[src/rtl/serial_adder.sv]
// ============================================================================
//  Module   : serial_adder
//  Purpose  : Digit-serial adder/subtractor, DIGIT bits per cycle, LSB first.
//  Revision : 1.0  initial release
// ============================================================================
`timescale 1ns/1ps
`default_nettype none

module serial_adder #(
    parameter int WIDTH = 8,
    parameter int DIGIT = 1
) (
    input  logic             clk,
    input  logic             rst_n,
    input  logic             start,
    input  logic             sub,
    input  logic [WIDTH-1:0] a,
    input  logic [WIDTH-1:0] b,
    input  logic             cin,
    output logic             ready,
    output logic             done,
    output logic [WIDTH-1:0] sum,
    output logic             cout,
    output logic             ovf
);

    localparam int c_NUM_DIGITS = WIDTH / DIGIT;
    localparam int c_CNT_W      = $clog2(c_NUM_DIGITS + 1);
    localparam logic [c_CNT_W-1:0] c_LAST = c_CNT_W'(c_NUM_DIGITS - 1);

    localparam logic [1:0] c_IDLE = 2'd0;
    localparam logic [1:0] c_RUN  = 2'd1;
    localparam logic [1:0] c_DONE = 2'd2;

    generate
        if ((WIDTH < 2) || (WIDTH > 64) || (DIGIT < 1) || ((WIDTH % DIGIT) != 0)) begin : g_param_err
            $error("serial_adder: WIDTH must be 2..64 and a multiple of DIGIT");
        end
    endgenerate

    logic [1:0]         r_state;
    logic [1:0]         w_state_next;
    logic [c_CNT_W-1:0] r_cnt;
    logic [WIDTH-1:0]   r_a;
    logic [WIDTH-1:0]   r_b;
    logic [WIDTH-1:0]   r_res;
    logic               r_carry;
    logic [WIDTH-1:0]   r_sum;
    logic               r_cout;
    logic               r_ovf;

    logic [DIGIT-1:0]   w_a_sl;
    logic [DIGIT-1:0]   w_b_sl;
    logic [DIGIT:0]     w_s;
    logic               w_c_msb;
    logic               w_last;
    logic [WIDTH-1:0]   w_res_next;

    assign w_a_sl  = r_a[DIGIT-1:0];
    assign w_b_sl  = r_b[DIGIT-1:0];
    assign w_s     = {1'b0, w_a_sl} + {1'b0, w_b_sl} + {{DIGIT{1'b0}}, r_carry};
    // Carry into the top bit of the slice, recovered from its sum bit.
    assign w_c_msb = w_a_sl[DIGIT-1] ^ w_b_sl[DIGIT-1] ^ w_s[DIGIT-1];
    assign w_last  = (r_cnt == c_LAST);

    generate
        if (c_NUM_DIGITS == 1) begin : g_single
            assign w_res_next = w_s[DIGIT-1:0];
        end else begin : g_multi
            assign w_res_next = {w_s[DIGIT-1:0], r_res[WIDTH-1:DIGIT]};
        end
    endgenerate

    always_ff @(posedge clk or negedge rst_n) begin
        if (!rst_n) begin
            r_state <= c_IDLE;
        end else begin
            r_state <= w_state_next;
        end
    end

    always_comb begin
        w_state_next = r_state;
        case (r_state)
            c_IDLE:  if (start)  w_state_next = c_RUN;
            c_RUN:   if (w_last) w_state_next = c_DONE;
            c_DONE:  w_state_next = c_IDLE;
            default: w_state_next = c_IDLE;
        endcase
    end

    always_comb begin
        ready = (r_state == c_IDLE);
        done  = (r_state == c_DONE);
    end

    always_ff @(posedge clk or negedge rst_n) begin
        if (!rst_n) begin
            r_cnt   <= '0;
            r_a     <= '0;
            r_b     <= '0;
            r_res   <= '0;
            r_carry <= 1'b0;
            r_sum   <= '0;
            r_cout  <= 1'b0;
            r_ovf   <= 1'b0;
        end else begin
            case (r_state)
                c_IDLE: begin
                    if (start) begin
                        r_a     <= a;
                        r_b     <= sub ? ~b : b;
                        r_carry <= sub ? 1'b1 : cin;
                        r_cnt   <= '0;
                    end
                end
                c_RUN: begin
                    r_a     <= r_a >> DIGIT;
                    r_b     <= r_b >> DIGIT;
                    r_carry <= w_s[DIGIT];
                    r_res   <= w_res_next;
                    r_cnt   <= r_cnt + 1'b1;
                    if (w_last) begin
                        r_sum  <= w_res_next;
                        r_cout <= w_s[DIGIT];
                        r_ovf  <= w_s[DIGIT] ^ w_c_msb;
                    end
                end
                default: begin
                end
            endcase
        end
    end

    assign sum  = r_sum;
    assign cout = r_cout;
    assign ovf  = r_ovf;

endmodule

`default_nettype wire

[config.mk]
export PLATFORM = sky130hd
export DESIGN_NAME = serial_adder
export DESIGN_NICKNAME = d
export VERILOG_FILES = /design/src/rtl/serial_adder.sv
export SDC_FILE = /design/constraint.sdc
export NUM_CORES = 1
export LEC_CHECK = 0
export BUFFER_PORTS_ARGS = -buffer_cell sky130_fd_sc_hd__buf_4
export CAP_MARGIN = 20
export CORE_ASPECT_RATIO = 1.4
export CORE_UTILIZATION = 28
export DETAILED_ROUTE_END_ITERATION = 6
export MAX_ROUTING_LAYER = met4
export PLACE_DENSITY = 0.49
export SYNTH_ARGS = -nofsm -noshare
export SYNTH_HDL_FRONTEND = slang
export SYNTH_SLANG_ARGS = --single-unit
[constraint.sdc]
create_clock -name clk -period 1.9 [get_ports clk]
set_input_delay 0.38 -clock clk [delete_from_list [all_inputs] [get_ports clk]]
set_output_delay 0.38 -clock clk [all_outputs]
set_load 0.02 [all_outputs]
==> results.txt, run 1 <==
* Status: completed
* Via count of the routed design: 1,272
* Leakage component of the power: 1.053 nW
- Skew final: 4.131 ps
- Entering global routing, the biggest net connects 41 pins.
* Nets@finish: 223
- F_max: 606.0 MHz
- Post-CTS setup repair buffer count: 0
* HP Class: input pin to async pin
- Cells with a size suffix above 1 make up 28.50% of the layout.
- Total Routing Usage GR: 12.21%
* Final hold violation count: 0
- # port buffers: 32
- Die boundary height: 97.61 um
* Adder-cell share of the synthesized area: 1.780%
* Number of diodes added for antenna fixing: 0
* Mux cell area share after synthesis: 8.008%
* Most used flip-flop cell after synthesis: sky130_fd_sc_hd__dfrtp_1
- Later-pin clock latency in the skew report: 290 ps
- TritonCTS built the clock tree.
* Number of remaining DRC errors: 0
- The first global-routing pass estimated 6389 um of wire.
- Area delta synth->final: 21.90%
* Top area cells in the synthesized netlist: sky130_fd_sc_hd__dfrtp_1, sky130_fd_sc_hd__nand2_1, sky130_fd_sc_hd__mux2_4, sky130_fd_sc_hd__a22oi_1, sky130_fd_sc_hd__o21ai_1
* Minimum hold slack: 59.74 ps
* Post-layout utilization of the core: 35.63%
* Residual antenna-violating net count after detailed routing: 0
- Largest stage delay, worst path: 610 ps
- In this run the horizontal extent of the chip is 70.29 um.
- The critical path goes through fa_1 > xor2_1 > xnor2_1 > mux2_4.
- The worst pin sits at a relative slew slack of 65.34%.
- Final cycle utilization of the critical path: 86.85%
- Simple-gate share of the synthesized area: 12.66%
- The number of pins with negative max-slew slack in the final report was 0.
* Total number of clock tree sinks: 40
- The number of hold buffers added after CTS was 0.
* Die area: 0.006861 mm^2
* Initial standard-cell utilization of the core: 29.23%
- In this run the register-to-register setup slack is 250 ps.
- Buffer levels on the longest clock path: 2
* Endpoint type of the worst setup path: flip-flop
* Post-layout total power: 3.174 mW
- Dominant cell type by area after synthesis: sky130_fd_sc_hd__dfrtp_1
* Arrival @ worst endpoint: 1830 ps
* Drt initial violations: 97
- Clock tree synthesis inserted a total of 5 buffers.
* Seq/Total Area, Yosys: 54.76%
- Number of different library cells in the post-synthesis netlist: 28
- XOR/XNOR Fraction of Synth Area: 5.270%
* Clock tree root buffer cell: sky130_fd_sc_hd__clkbuf_8
* Number of top-level design ports: 33
* Number of nets produced by synthesis: 188
- Clock-pin slew on the worst setup and hold paths: 70 ps
* Transition time at the pin with the least slew margin: 519.9 ps
- The synthesized design contains 40 register bits.
- HPWL after detailed placement: 2427 um
* Core ar.: 0.006254 mm^2
- In the final routed layout, each cell accounts on average for 13.16 um.
- For this block, the routed nets add up to 3580 um of wire.
- Setup Total Neg Slack: 0 ps
- The first detailed-routing pass took 4 iterations.
- Crit Path Category: flip-flop to flip-flop
- Area share of the leading cell type in the synthesized netlist: 54.76%
- Summing every instance area after synthesis gives 0.001828 mm^2.
- Dividing the detail-routed via count by the number of cells gives 4.676.
- Final setup violating endpoints: 0
- Max FO, Critical Path: 3
* Placed standard-cell area: 0.002151 mm^2
- The initial antenna violation count is 0.
* Critical path buffer and inverter count: 0
* Async set or reset register ratio after synthesis: 100.0%
* Unrepaired setup endpoints after global routing: no
- Power spread over the standard cell area amounts to 1425 mW/mm^2.
* Crit path required time: 2080 ps
- The commonest cells after synthesis are sky130_fd_sc_hd__dfrtp_1, sky130_fd_sc_hd__nand2_1, sky130_fd_sc_hd__o21ai_1, sky130_fd_sc_hd__a22oi_1.
* Post-synth EDFFs: 0
* Crit path max-delay cell type: sky130_fd_sc_hd__fa_1
* Vias in the first global route: 1,327
* Fraction of the mapped netlist area in compound gates: 14.24%
- Synthesis handed over a netlist of 165 instances.
- Summed over all layers, the global routing overflow is 0.
- Total of max-cap violations: 0
- Maximum VDD drop: 0.4038 mV
* Startpoint class of the critical path: flip-flop
* Combinational family with the most area after synthesis: compound AO/OA/AOI/OAI gates
* Worst path top cell family by delay: adder cells
- After synthesis, the mean cell area works out to 11.08 um^2.
- Number of synthesis warnings: 0
- Routability-driven placement finished with a final weighted congestion of 0.6908.
- Minimum clock period: 1650 ps
- The H-tree generated during clock tree synthesis spans 2 levels.
- In this run, post-CTS repair resized a total of 0 instances.
- With fillers left out, the area of the finished cells amounts to 0.002228 mm^2.
* Number of rows created at floorplan: 34
flip-flops by register name, summed over array words and instances, names as in the netlist:
name,cells
r_carry,1
r_cnt,4
r_res,7
ovf,1
cout,1
r_state,2
r_b,8
r_a,8
sum,8
kinds of logic (layout without fill, tap and decap cells):
logic type / after synthesis / count (layout)
buffers and inverters: 11 / 46
muxes: 10 / 10
xor gates and xnor gates: 11 / 11
adders and majority gates: 2 / 2
DFF: 40 / 40
AOI/OAI and AO/OA: 38 / 38
and+or+nand+nor: 53 / 53
layout make-up:
class                           instances  area [um^2]
Tap cell                               72        90.09
Multi-Input combinational cell        114        767.0
Clock inverter                          1        5.005
Sequential cell                        40         1001
Fill cell                             631         4025
Timing Repair Buffer                   39        292.8
Clock buffer                            6        72.57
layout by cell type, fill, tap and decap left out, drive strengths merged, types with 3 or more instances in the layout:
cell type / instances
o21ai: 16
xor2: 9
clkbuf: 6
nand2: 41
nor2: 3
mux2: 10
nor2b: 3
a22oi: 14
dfrtp: 40
buf: 39
metal layers:
layer	vias to the layer above	routed length [um]	part of all wire [%]	GRT usage, %
met2	24	1818	51	20.29
met3	6	134	3.7	3.112
li1	631	-	-	-
met1	611	1558	44	13.97
met5	-	0	0	-
met4	0	69	1.9	4.615
worst paths after layout:
path,startpoint,end,cells after the start
setup / recovery,r_a[0],ovf,4
hold reg to reg,r_res[1],r_res[1],2
hold / removal,rst_n,sum[1],1
max in group asynchronous,rst_n,r_a[3],1
setup reg to reg,r_a[0],ovf,4
min in group clk,a[7],r_a[7],2
power by group:
group / switching (mW) / total [mW] / internal, mW
registers: 0.217 / 1.39 / 1.17
clock network: 0.287 / 0.537 / 0.250
logic: 0.615 / 1.25 / 0.635
total: 1.12 / 3.17 / 2.06
per-stage QoR:
stage	instances	setup slack, ps
after floorplan	165	294.8
after global placement	265	272.5
after detailed placement	265	247.1
after CTS	272	230.0
after global routing	272	153.2
final	272	249.8
worst reg2reg max path: stages, from the launching register on:
cell and delay (ps):
sky130_fd_sc_hd__dfrtp_1 420, sky130_fd_sc_hd__fa_1 610, sky130_fd_sc_hd__xor2_1 180, sky130_fd_sc_hd__xnor2_1 90, sky130_fd_sc_hd__mux2_4 250
No activity file was read; power rests on OpenSTA's default activity.
==> run 2, diff against run 1 <==
--- a/config.mk
+++ b/config.mk
@@ -8,10 +8,10 @@
 export BUFFER_PORTS_ARGS = -buffer_cell sky130_fd_sc_hd__buf_4
 export CAP_MARGIN = 20
 export CORE_ASPECT_RATIO = 1.4
-export CORE_UTILIZATION = 28
+export CORE_UTILIZATION = 54
 export DETAILED_ROUTE_END_ITERATION = 6
 export MAX_ROUTING_LAYER = met4
-export PLACE_DENSITY = 0.49
+export PLACE_DENSITY = 0.81
 export SYNTH_ARGS = -nofsm -noshare
 export SYNTH_HDL_FRONTEND = slang
 export SYNTH_SLANG_ARGS = --single-unit
==> run 2 against run 1 <==
  * Sequential cell count is the same
  * Critical path type unchanged
  * Power grew 8.5%
  * Die area shrank 47%
==> results.txt, run 2 (synthesis gave the netlist of run 1 again) <==
- Status: completed (unchanged).
- The core region area was 0.003183 mm^2 (was 0.006254 mm^2).
- The first-pass iteration count of the detailed router was 4 (unchanged).
- The slew of the pin with the lowest slew margin came to 499.6 ps (was 519.9 ps).
* Worst slack after detailed placement: 222.9 ps (was 247.1 ps)
- The detailed-route wire length on metal 1 is 1434 um (was 1558 um).
* Worst reg2reg path startpoint: r_a[0] (unchanged)
* CTS hold repair buffers: 0 (unchanged)
- Uppermost layer routed: met4 (unchanged)
- Mean routed wirelength per cell: 14.46 um (was 13.16 um)
* Minimum clock period: 1698 ps (was 1650 ps)
- The area growth from synthesis to layout came to 22.31% (was 21.90%).
* Die boundary height: 70.84 um (was 97.61 um)
* Crit path max-delay cell type: sky130_fd_sc_hd__fa_1 (unchanged)
- Initial standard-cell utilization of the core: 57.43% (was 29.23%)
- Endpoint type of the worst setup path: flip-flop (unchanged)
* Commonest cells after routing, fill and taps aside: sky130_fd_sc_hd__nand2_1, sky130_fd_sc_hd__dfrtp_1, sky130_fd_sc_hd__buf_4 (unchanged)
- Total Routing Usage GR: 22.37% (was 12.21%)
- CTS tree: yes (unchanged)
- The detailed-routed wire length on met3 is 164 um (was 134 um).
* # port buffers: 32 (unchanged)
* Max FO, Critical Path: 3 (unchanged)
- The detailed-routed wire length on met2 was 1809 um (was 1818 um).
* Post-layout total power: 3.446 mW (was 3.174 mW)
- The setup slack of the critical path after layout is 201.8 ps (was 249.8 ps).
- The remaining antenna violation count after routing is 0 (unchanged).
* Leakage component of the power: 1.076 nW (was 1.053 nW)
* Via count normalized by instance count: 5.546 (was 4.676)
- The power per standard cell area was 1541 mW/mm^2 (was 1425 mW/mm^2).
* Crit Path Category: flip-flop to flip-flop (unchanged)
- Clock tree root buffer cell: sky130_fd_sc_hd__clkbuf_8 (unchanged)
* Setup Total Neg Slack: 0 ps (unchanged)
- The destination of the worst register-to-register timing path is ovf (unchanged).
- HPWL after detailed placement: 2445 um (was 2427 um)
* Number of remaining DRC errors: 0 (unchanged)
- Inserted Clock Buffers: 5 (unchanged)
- The I/O pin count came to 33 (unchanged).
* Number of rows created at floorplan: 24 (was 34)
- Skew final: 5.140 ps (was 4.131 ps)
- Clock-pin slew on the worst setup and hold paths: 70 ps (about the same)
* Number of cell instances on the worst register-to-register path: 4 (unchanged)
- Maximum number of pins on one net before global-route repair: 41 (unchanged)
- The area enclosed by the die boundary came to 0.003625 mm^2 (was 0.006861 mm^2).
- The via count of the first global-routing pass is 1,307 (was 1,327).
- HP Class: input pin to async pin (unchanged)
- The final-report hold violation count was 0 (unchanged).
- Post-layout utilization of the core: 70.24% (was 35.63%)
- The slack of the worst reg-to-reg path came to 200 ps (was 250 ps).
* Total of max-cap violations: 0 (unchanged)
- The arrival time at the worst endpoint was 1880 ps (was 1830 ps).
- Total congestion overflow: 0 (unchanged)
- Final setup violating endpoints: 0 (unchanged)
- Fill cells: 232 (was 631)
- Unrepaired setup endpoints after global routing: no (unchanged).
* Crit path required time: 2080 ps (about the same)
- Post-CTS setup repair buffer count: 0 (unchanged)
- Slew HR: 66.69% (was 65.34%)
- The latest clock arrival within the worst-skew pair is 290 ps (about the same).
* CP Cell Sequence: fa_1 > xor2_1 > xnor2_1 > mux2_4 (unchanged)
- Max-slew violation count: 0 (unchanged)
* Final cycle utilization of the critical path: 89.38% (was 86.85%)
* Initial antenna violation count: 0 (unchanged)
- The final antenna diode count is 0 (unchanged).
* Nets@finish: 223 (unchanged)
- RePlAce Congestion: 0.7679 (was 0.6908)
- Die width: 51.18 um (was 70.29 um)
- Drt initial violations: 42 (was 97)
- The number of buffers on the longest clock path was 2 (unchanged).
- Maximum VDD drop: 1.022 mV (was 0.4038 mV)
- The startpoint kind of the worst setup timing path is a flip-flop (unchanged).
- F_max: 588.9 MHz (was 606.0 MHz)
- Deepest level of the CTS H-tree: 2 (unchanged)
- The clock sink count came to 40 (unchanged).
- The wire length after detailed routing is 3470 um (was 3580 um).
- # resized after CTS: 0 (unchanged)
- First-pass GRT wire length: 5768 um (was 6389 um)
- Largest stage delay, worst path: 610 ps (about the same)
- The overall via count from detail_route was 1,331 (was 1,272).
- Proportion of layout cells with a drive suffix above 1: 29.35% (was 28.50%)
## run 2: per-layer routing
metal	vias to the layer above	track usage, %
met5	-	-
met4	0	8.333
met3	7	6.452
met2	43	37.28
met1	648	24.86
li1	633	-
## run 2: cell type report
cell class,instances,area [um^2],share of cell area (%)
Clock buffer,7,96.34,4.309
Timing Repair Buffer,39,292.8,13.09
Clock inverter,1,30.03,1.343
Tap cell,39,48.80,2.182
Sequential cell,40,1001,44.77
Multi-Input combinational cell,114,767.0,34.30
## run 2: critical path: cells and delay by family, from the launching register on
kind / cells / cell delay [ps]
multiplexers: 1 / 260
XOR/XNOR: 2 / 290
flip-flops: 1 / 420
adder cells (fa/ha/maj): 1 / 610
## run 2: worst max-delay path by stage
stage | start | to | slack, ps | depth (start not counted)
final | r_a[0] | ovf | 200 | 4
after global placement | r_a[0] | ovf | 280 | 4
after CTS | r_a[0] | ovf | 180 | 4
after floorplan | r_a[0] | ovf | 290 | 4
after detailed placement | r_a[0] | ovf | 220 | 4
after global routing | r_a[0] | ovf | 100 | 4
## run 2: power breakdown
part / internal (mW) / total [mW] / switching (mW)
sequential: 1.17 / 1.40 / 0.229
combinational: 0.639 / 1.30 / 0.658
clock: 0.463 / 0.748 / 0.285
total: 2.27 / 3.45 / 1.17
## run 2: through the flow
step | hold WS, ps | cells | area, um^2
6_report | 47.79 | 240 | 2236
5_1_grt | 72.74 | 240 | 2236
4_1_cts | 62.32 | 240 | 2236
3_5_place_dp | 383.4 | 232 | 2110
3_3_place_gp | 367.8 | 232 | 2110
2_1_floorplan | 84.41 | 165 | 1828
